File: config.mk
export PLATFORM = sky130hd
export DESIGN_NAME = fetch_pc_unit
export DESIGN_NICKNAME = d
export VERILOG_FILES = /design/src/rtl/fetch_pc_unit.sv
export SDC_FILE = /design/constraint.sdc
export NUM_CORES = 1
export LEC_CHECK = 0
export BUFFER_PORTS_ARGS = -buffer_cell sky130_fd_sc_hd__buf_2
export CORE_ASPECT_RATIO = 0.9
export CORE_MARGIN = 10
export CORE_UTILIZATION = 45
export CTS_CLUSTER_DIAMETER = 40
export DETAILED_ROUTE_END_ITERATION = 7
export GPL_ROUTABILITY_DRIVEN = 0
export PLACE_DENSITY = 0.87
export REMOVE_ABC_BUFFERS = 1
export SKIP_LAST_GASP = 1
export SLEW_MARGIN = 20
export SYNTH_ARGS = -nofsm -noshare
export SYNTH_HDL_FRONTEND = slang
export SYNTH_SLANG_ARGS = --single-unit
export TNS_END_PERCENT = 30
File: constraint.sdc
create_clock -name clock -period 2.2 [get_ports clock]
set_clock_uncertainty 0.15 [all_clocks]
set_input_delay 0 -clock clock [delete_from_list [all_inputs] [get_ports clock]]
set_output_delay 0 -clock clock [all_outputs]
set_load 0.01 [all_outputs]
File: src/rtl/fetch_pc_unit.sv
// Program-counter owner and single-outstanding instruction-fetch sequencer.
// Optional build macro FETCH_ALIGN_CHECK_EN adds redirect alignment checking (fetch_misalign).
module fetch_pc_unit #(
    parameter logic [31:0] RESET_PC  = 32'h80020000,
    parameter logic [31:0] KSEG_MASK = 32'h80000000
) (
    input  logic        clock,
    input  logic        reset_n,
    input  logic        redirect_valid,
    input  logic [31:0] redirect_target,
    output logic        imem_req_valid,
    input  logic        imem_req_ready,
    output logic [31:0] imem_req_addr,
    input  logic        imem_rsp_valid,
    input  logic [31:0] imem_rsp_data,
    output logic        inst_valid,
    input  logic        inst_ready,
    output logic [31:0] inst_data,
    output logic [31:0] inst_pc
`ifdef FETCH_ALIGN_CHECK_EN
    ,
    output logic        fetch_misalign
`endif
);

    typedef enum logic [1:0] {
        ISSUE = 2'd0,
        WAIT  = 2'd1,
        HOLD  = 2'd2,
        DROP  = 2'd3
    } state_t;

    state_t      state_q, state_d;
    logic [31:0] pc_q, pc_d;
    logic [31:0] inst_data_q, inst_data_d;
    logic [31:0] inst_pc_q, inst_pc_d;
    logic        inst_valid_q, inst_valid_d;
    logic [31:0] masked_target;
    logic [31:0] target_pc;

    assign masked_target = redirect_target | KSEG_MASK;

`ifdef FETCH_ALIGN_CHECK_EN
    logic fetch_misalign_q, fetch_misalign_d;

    // Misaligned redirects are forced onto a word boundary and flagged.
    assign target_pc = masked_target & ~32'h3;

    always_comb begin
        fetch_misalign_d = fetch_misalign_q;
        if (redirect_valid) begin
            fetch_misalign_d = |masked_target[1:0];
        end
    end

    always_ff @(posedge clock or negedge reset_n) begin
        if (!reset_n) begin
            fetch_misalign_q <= 1'b0;
        end else begin
            fetch_misalign_q <= fetch_misalign_d;
        end
    end

    assign fetch_misalign = fetch_misalign_q;
`else
    assign target_pc = masked_target;
`endif

    always_ff @(posedge clock or negedge reset_n) begin
        if (!reset_n) begin
            state_q      <= ISSUE;
            pc_q         <= RESET_PC;
            inst_data_q  <= 32'h0;
            inst_pc_q    <= 32'h0;
            inst_valid_q <= 1'b0;
        end else begin
            state_q      <= state_d;
            pc_q         <= pc_d;
            inst_data_q  <= inst_data_d;
            inst_pc_q    <= inst_pc_d;
            inst_valid_q <= inst_valid_d;
        end
    end

    // Redirect wins over every other event; a response coinciding with it is dropped.
    always_comb begin
        state_d      = state_q;
        pc_d         = pc_q;
        inst_data_d  = inst_data_q;
        inst_pc_d    = inst_pc_q;
        inst_valid_d = inst_valid_q;
        case (state_q)
            ISSUE: begin
                if (redirect_valid) begin
                    pc_d = target_pc;
                end else if (imem_req_ready) begin
                    state_d = WAIT;
                end
            end
            WAIT: begin
                if (redirect_valid) begin
                    pc_d    = target_pc;
                    state_d = imem_rsp_valid ? ISSUE : DROP;
                end else if (imem_rsp_valid) begin
                    inst_data_d  = imem_rsp_data;
                    inst_pc_d    = pc_q;
                    inst_valid_d = 1'b1;
                    pc_d         = pc_q + 32'd4;
                    state_d      = HOLD;
                end
            end
            HOLD: begin
                if (redirect_valid) begin
                    inst_valid_d = 1'b0;
                    pc_d         = target_pc;
                    state_d      = ISSUE;
                end else if (inst_ready) begin
                    inst_valid_d = 1'b0;
                    state_d      = ISSUE;
                end
            end
            DROP: begin
                if (redirect_valid) begin
                    pc_d    = target_pc;
                    state_d = imem_rsp_valid ? ISSUE : DROP;
                end else if (imem_rsp_valid) begin
                    state_d = ISSUE;
                end
            end
            default: state_d = ISSUE;
        endcase
    end

    always_comb begin
        imem_req_valid = reset_n && (state_q == ISSUE) && !redirect_valid;
    end

    assign imem_req_addr = pc_q;
    assign inst_valid    = inst_valid_q;
    assign inst_data     = inst_data_q;
    assign inst_pc       = inst_pc_q;

endmodule

==> reports/summary.txt, run 1 <==
outcome: complete, no violations
TritonCTS clock tree: yes
CTS HTree Levels: 3
Clk pin slew, worst setup/hold paths: 0.10 ns
Die Wd: 125 um
final setup fails: 0
global-route wire length before repair: 25100 um
largest net degree at the start of global routing: 46
layout cell share with drive strength beyond 1: 43.7%
Yosys Warn Count: 0
DR vias: 4378
Fin Setup TNS: 0 ns
WP data required: 2.34 ns
Overflow after GRT: 0
final count of hold timing violations: 0
Routed WL per cell: 20.5 um
Rows: 34
Area Growth Syn to Fin: 46.1%
CP Max Fanout: 9
initial antenna violation count: 1
max-cap violations: 0
most common cell after layout, fill and taps aside: buf_2
Final Cycle Share: 98.8%
VDD IR-drop max: 0.474 mV
fmax: 460 MHz
core region area: 9700 um^2
DRT Pass-1 Iters: 5
number of synthesized register bits: 99
slowest cell delay on critical path: 0.52 ns
final instance area: 6580 um^2
Worst Setup End Kind: register
worst setup margin: 0.0256 ns
root buf cell: clkbuf_8
hold crit path type: input port to asynchronous set/reset pin
Slowest-stage cell, CP: and3b_1
vias in the first global route: 4676
Final #Nets: 713
worst slew pin tran: 0.524 ns
Die ar.: 14400 um^2
Pwr Total: 6110 uW
clock network fraction of design power: 20.2%
Ports: 168
pre-CTS setup slack: 0.0473 ns
Hold Slack: 0.0714 ns
WP data arrival: 2.32 ns
Critical Setup Path Class: register to register
RSZ-0062 raised after global routing: yes
Reg2Reg Depth: 4
ordered cell list for the critical path: and3b_1 -> nand3_1 -> or4_1 -> a31oi_1
startpoint type of the worst setup path: register
Detail Placement HPWL: 10500 um
placed cell areas: 5610 um^2
PD cells: 929 nW/um^2
PortBufs: 166
Final Critical Period: 2.17 ns
largest delay contributor family on the critical path: simple AND/OR/NAND/NOR gates
combinational share of power: 34.0%
clock tree buffer depth: 2
most frequent cells in the layout: 165 x buf_2, 97 x dfrtp_1, 75 x dlygate4sd3_1, 63 x mux2_2, 30 x nand2_1
Seq/Total Area, Yosys: 55.1%
ANT nets after route: 0
DRC violations left: 0
buffers and inverters on the worst path: 0
critical path depth: 4
WL final: 15900 um
switching power: 2110 uW
internal power: 4000 uW
async set-reset flop share out of synthesis: 100%
max-slew violations: 0
Worst-Skew Late Latency: 0.37 ns
vias per inst: 5.66
Iter 0 DRT Violations: 435
Synth Instances: 387
Reg power frac: 45.8%
die height: 115 um
LEAKAGE: 0.00302 uW
CTS Buf Count: 9
global-route usage over all layers: 21.4%
Main synth FF type: dfrtp_1
Post-synth EDFFs: 0
Sw Ratio: 34.6%
Distinct cells, synth: 53
Mapped Avg Cell Area: 11.6 um^2
Post-Syn Area: 4500 um^2
initial core utilization: 46.4%
Slew Limit Headroom: 64.6%
# clock sinks: 99
## sequential cells by signal (all words and copies together), names as in the netlist
signal	count
imem_req_addr	32
inst_data	32
inst_pc	32
state_q	2
inst_valid	1
## tightest hold or removal path: cells and delay by family
family | cells | cell delay, ns
buffers and inverters | 3 | 0.99
## final timing paths
path | startpoint | to | slack (ns)
min reg2reg | inst_pc[27] | inst_pc[27] | 0.35
min | reset_n | inst_valid | 0.07
max in group asynchronous | reset_n | imem_req_addr[1] | 1.01
min in group clock | redirect_target[7] | imem_req_addr[7] | 0.23
max | state_q[1] | imem_req_addr[22] | 0.03
max reg2reg | state_q[1] | imem_req_addr[22] | 0.03
## cell usage after synthesis, types with 2 or more instances
| cell type | n | share of area [%] |
|---|---|---|
| mux2i_1 | 2 | 0.44 |
| nor4_1 | 6 | 0.83 |
| o211ai_1 | 3 | 0.50 |
| and2_2 | 2 | 0.33 |
| a31oi_1 | 4 | 0.56 |
| a211o_1 | 3 | 0.58 |
| nor2b_1 | 3 | 0.42 |
| nand3_1 | 16 | 1.8 |
| nor2_1 | 19 | 1.6 |
| or4_1 | 7 | 1.2 |
| dfstp_2 | 2 | 1.2 |
| xor2_1 | 4 | 0.78 |
| inv_1 | 6 | 0.50 |
| and2_1 | 2 | 0.28 |
| o21ai_0 | 16 | 1.8 |
| a21oi_1 | 6 | 0.67 |
| xnor2_1 | 3 | 0.58 |
| and3_1 | 3 | 0.42 |
| o31ai_1 | 4 | 0.67 |
| a211oi_1 | 5 | 0.83 |
| buf_1 | 7 | 0.58 |
| nor3_1 | 10 | 1.1 |
| nand2_1 | 30 | 2.5 |
| o311ai_0 | 2 | 0.39 |
| dfrtp_1 | 97 | 54 |
| buf_2 | 2 | 0.22 |
| mux2_2 | 63 | 16 |
| nand2b_1 | 2 | 0.28 |
| clkbuf_1 | 11 | 0.92 |
| or3_1 | 3 | 0.42 |
| o32ai_1 | 2 | 0.39 |
| a311oi_1 | 3 | 0.58 |
| nand4_1 | 15 | 2.1 |
| and4_1 | 5 | 0.97 |
## layer usage
layer / global-route usage, % / vias to the layer above / wire (um)
met1: 23.2 / 2093 / 5590
met3: 5.06 / 56 / 1260
met4: 8.05 / 0 / 554
li1: - / 1944 / -
met5: 0 / - / 0
met2: 40.0 / 285 / 8460
## timing repair
action | 4_1_cts | 5_1_grt
endpoints found under the setup margin | 0 | 9
gates resized for setup | 0 | 1
setup buffers | 0 | 1
hold buffers | 75 | 0
hold endpoints to repair | 163 | 0
## stage by stage
step           util (%)  cells
2_1_floorplan         -    364
3_3_place_gp       57.8    681
3_5_place_dp       57.8    681
6_report           67.8    774
5_1_grt            67.8    774
4_1_cts            67.6    772
## logic make-up after synthesis
| kind of cell | count (synthesis) | synth area share, % |
|---|---|---|
| mux | 65 | 16.2 |
| fa+ha+maj | 1 | 0.278 |
| xor+xnor | 7 | 1.36 |
| flops | 99 | 55.1 |
| compound gates | 52 | 7.70 |
| simple gates | 134 | 16.5 |
| buf+inv | 29 | 2.89 |
## power by group through the flow
stage               clock network [uW]  registers [uW]  logic, uW
detailed placement                   0            2800       1960
floorplan                            0            3070        644
finish                            1230            2800       2080
global placement                     0            2740       1910
global route                      1310            2860       2240
CTS                               1250            2760       2070
## area by class of cell
cell class,count,area (um^2)
clock inverter,7,81.3
tap,126,158
sequential,99,2480
inverter,6,26.3
clock buffer,9,124
timing repair buffer,267,1790
fill,714,3120
antenna,1,2.50
multi-input combinational,259,1910
No activity file was read; power rests on OpenSTA's default activity.
==> run 2, diff against run 1 <==
PLACE_DENSITY = not set   (was 0.87)
PLACE_DENSITY_LB_ADDON = 0.08   (was not set)
==> run 2 against run 1 <==
Compared with the run above:
- fmax grew 1.3%
- final area is essentially flat
- combinational power shrank 4%
- total power shrank 2.1%
- first-iteration DRC count shrank 49%
- critical path depth is the same
- highest routed layer unchanged
==> reports/summary.txt, run 2 (synthesis gave the netlist of run 1 again) <==
outcome: complete, no violations
PD cells: 910 nW/um^2 (-2.1%)
Clk pin slew, worst setup/hold paths: 0.10 ns (about the same)
final core occ: 67.8% (about the same)
Reg power frac: 46.1% (+0.3 points)
final count of hold timing violations: 0 (unchanged)
CP Max Fanout: 5 (-4)
global-route wire length before repair: 22600 um (-10%)
Final #Nets: 712 (-0.14%)
Sw Ratio: 33.2% (-1.4 points)
initial core utilization: 46.4% (unchanged)
combinational share of power: 33.5% (-0.5 points)
RSZ-0062 raised after global routing: yes
vias per inst: 5.27 (-6.8%)
VDD IR-drop max: 0.481 mV (+1.6%)
internal power: 3990 uW (-0.12%)
TritonCTS clock tree: yes
clock tree buffer depth: 2 (unchanged)
Overflow after GRT: 0 (unchanged)
Reg2Reg Depth: 4 (unchanged)
Antenna Cells: 0 (-1)
Worst Setup EP: imem_req_addr[31]
Final Critical Period: 2.15 ns (-0.0276 ns)
Fin Setup TNS: 0 ns (unchanged)
vias in the first global route: 4330 (-7.4%)
Routed WL per cell: 17.8 um (-13%)
CP startpoint: imem_req_addr[17]
max-slew violations: 0 (unchanged)
hold crit path type: input port to register
Iter 0 DRT Violations: 224 (-49%)
placed cell areas: 5650 um^2 (+0.76%)
worst slew pin tran: 0.526 ns (+0.00245 ns)
root buf cell: clkbuf_8
Slew Limit Headroom: 64.9% (+0.28 points)
ANT nets after route: 0 (unchanged)
R2R Setup Slk: 0.05 ns (+0.03 ns)
most common cell after layout, fill and taps aside: buf_2
Final Cycle Share: 97.6% (-1.3 points)
LEAKAGE: 0.00303 uW (+0.34%)
layout cell share with drive strength beyond 1: 44.7% (+1.0 points)
Rows: 34 (unchanged)
Ports: 168 (unchanged)
max-cap violations: 0 (unchanged)
final setup fails: 0 (unchanged)
Die Wd: 125 um (unchanged)
final instance area: 6570 um^2 (about the same)
WP data required: 2.34 ns (about the same)
switching power: 1990 uW (-6.0%)
DRT Pass-1 Iters: 4 (-1)
startpoint type of the worst setup path: register
largest net degree at the start of global routing: 63 (+37%)
Area Growth Syn to Fin: 46.0% (about the same)
most frequent cells in the layout: 165 x buf_2, 97 x dfrtp_1, 69 x dlygate4sd3_1, 63 x mux2_2
CTS HTree Levels: 3 (unchanged)
WP data arrival: 2.29 ns (-0.03 ns)
# fillers: 765 (+7.1%)
PortBufs: 166 (unchanged)
clock network fraction of design power: 20.4% (+0.2 points)
die height: 115 um (unchanged)
reg2reg start: imem_req_addr[17]
Die ar.: 14400 um^2 (unchanged)
DR vias: 4068 (-7.1%)
Critical Setup Path Class: register to register
WL final: 13800 um (-13%)
Worst Setup End Kind: register
Worst-Skew Late Latency: 0.36 ns (about the same)
reg-to-reg critical path endpoint: imem_req_addr[31]
global-route usage over all layers: 18.9% (-2.5 points)
Detail Placement HPWL: 10100 um (-4.4%)
core region area: 9700 um^2 (unchanged)
# clock sinks: 99 (unchanged)
fmax: 466 MHz (+1.3%)
CTS Buf Count: 9 (unchanged)
initial antenna violation count: 0 (-1)
DRC violations left: 0 (unchanged)
## run 2: how the worst min path moves through the flow
| stage | slack, ns | endpoint | from | depth (start not counted) |
|---|---|---|---|---|
| finish | 0.02 | imem_req_addr[21] | redirect_valid | 5 |
| global placement | -0.13 | inst_pc[11] | reset_n | 1 |
| global route | 0.06 | imem_req_addr[7] | redirect_valid | 4 |
| CTS | 0.02 | imem_req_addr[21] | redirect_valid | 5 |
| floorplan | -0.45 | imem_req_addr[0] | reset_n | 0 |
| detailed placement | -0.13 | inst_pc[11] | reset_n | 1 |
## run 2: layer usage
| layer | GRT usage (%) | wire length (um) |
|---|---|---|
| met1 | 24.1 | 5900 |
| met2 | 31.8 | 6910 |
| met3 | 5.06 | 887 |
| met4 | 3.99 | 74 |
| met5 | 0 | 0 |
## run 2: what timing repair did
item                                    in CTS  in global routing
buffers inserted                             0                  2
endpoints found under the setup margin       0                  6
gates resized for setup                      0                  2
hold endpoints to repair                   164                  0
hold buffers                                69                  0
## run 2: per-stage QoR
stage	worst slack (ns)	instances	total power, uW	hold slack, ns
detailed placement	0.0770	685	4740	-0.128
finish	0.0532	772	5980	0.0247
floorplan	-2.57	364	3710	-0.446
global placement	0.144	685	4650	-0.128
CTS	0.0522	770	6060	0.0170
global route	-0.0441	772	6350	0.0619
## run 2: layout make-up
| cell class | instances | area (um^2) | share of cell area (%) |
|---|---|---|---|
| sequential | 99 | 2480 | 37.7 |
| clock inverter | 7 | 83.8 | 1.28 |
| clock buffer | 9 | 124 | 1.88 |
| tap | 126 | 158 | 2.40 |
| timing repair buffer | 266 | 1780 | 27.1 |
| multi-input combinational | 259 | 1920 | 29.3 |
| inverter | 6 | 22.5 | 0.343 |
## run 2: power groups by stage
stage                     clock network, uW  logic (uW)  registers (uW)
final                                  1220        2000            2760
after global routing                   1330        2180            2850
after CTS                              1260        2040            2760
after detailed placement                  0        1940            2790
after global placement                    0        1910            2740
after floorplan                           0         644            3070
## run 2: worst max-delay path, cell delays in order, from the launching register on
cell,delay (ns)
dfstp_2,0.58
inv_1,0.09
or4_2,0.74
nor3_1,0.29
mux2i_1,0.23
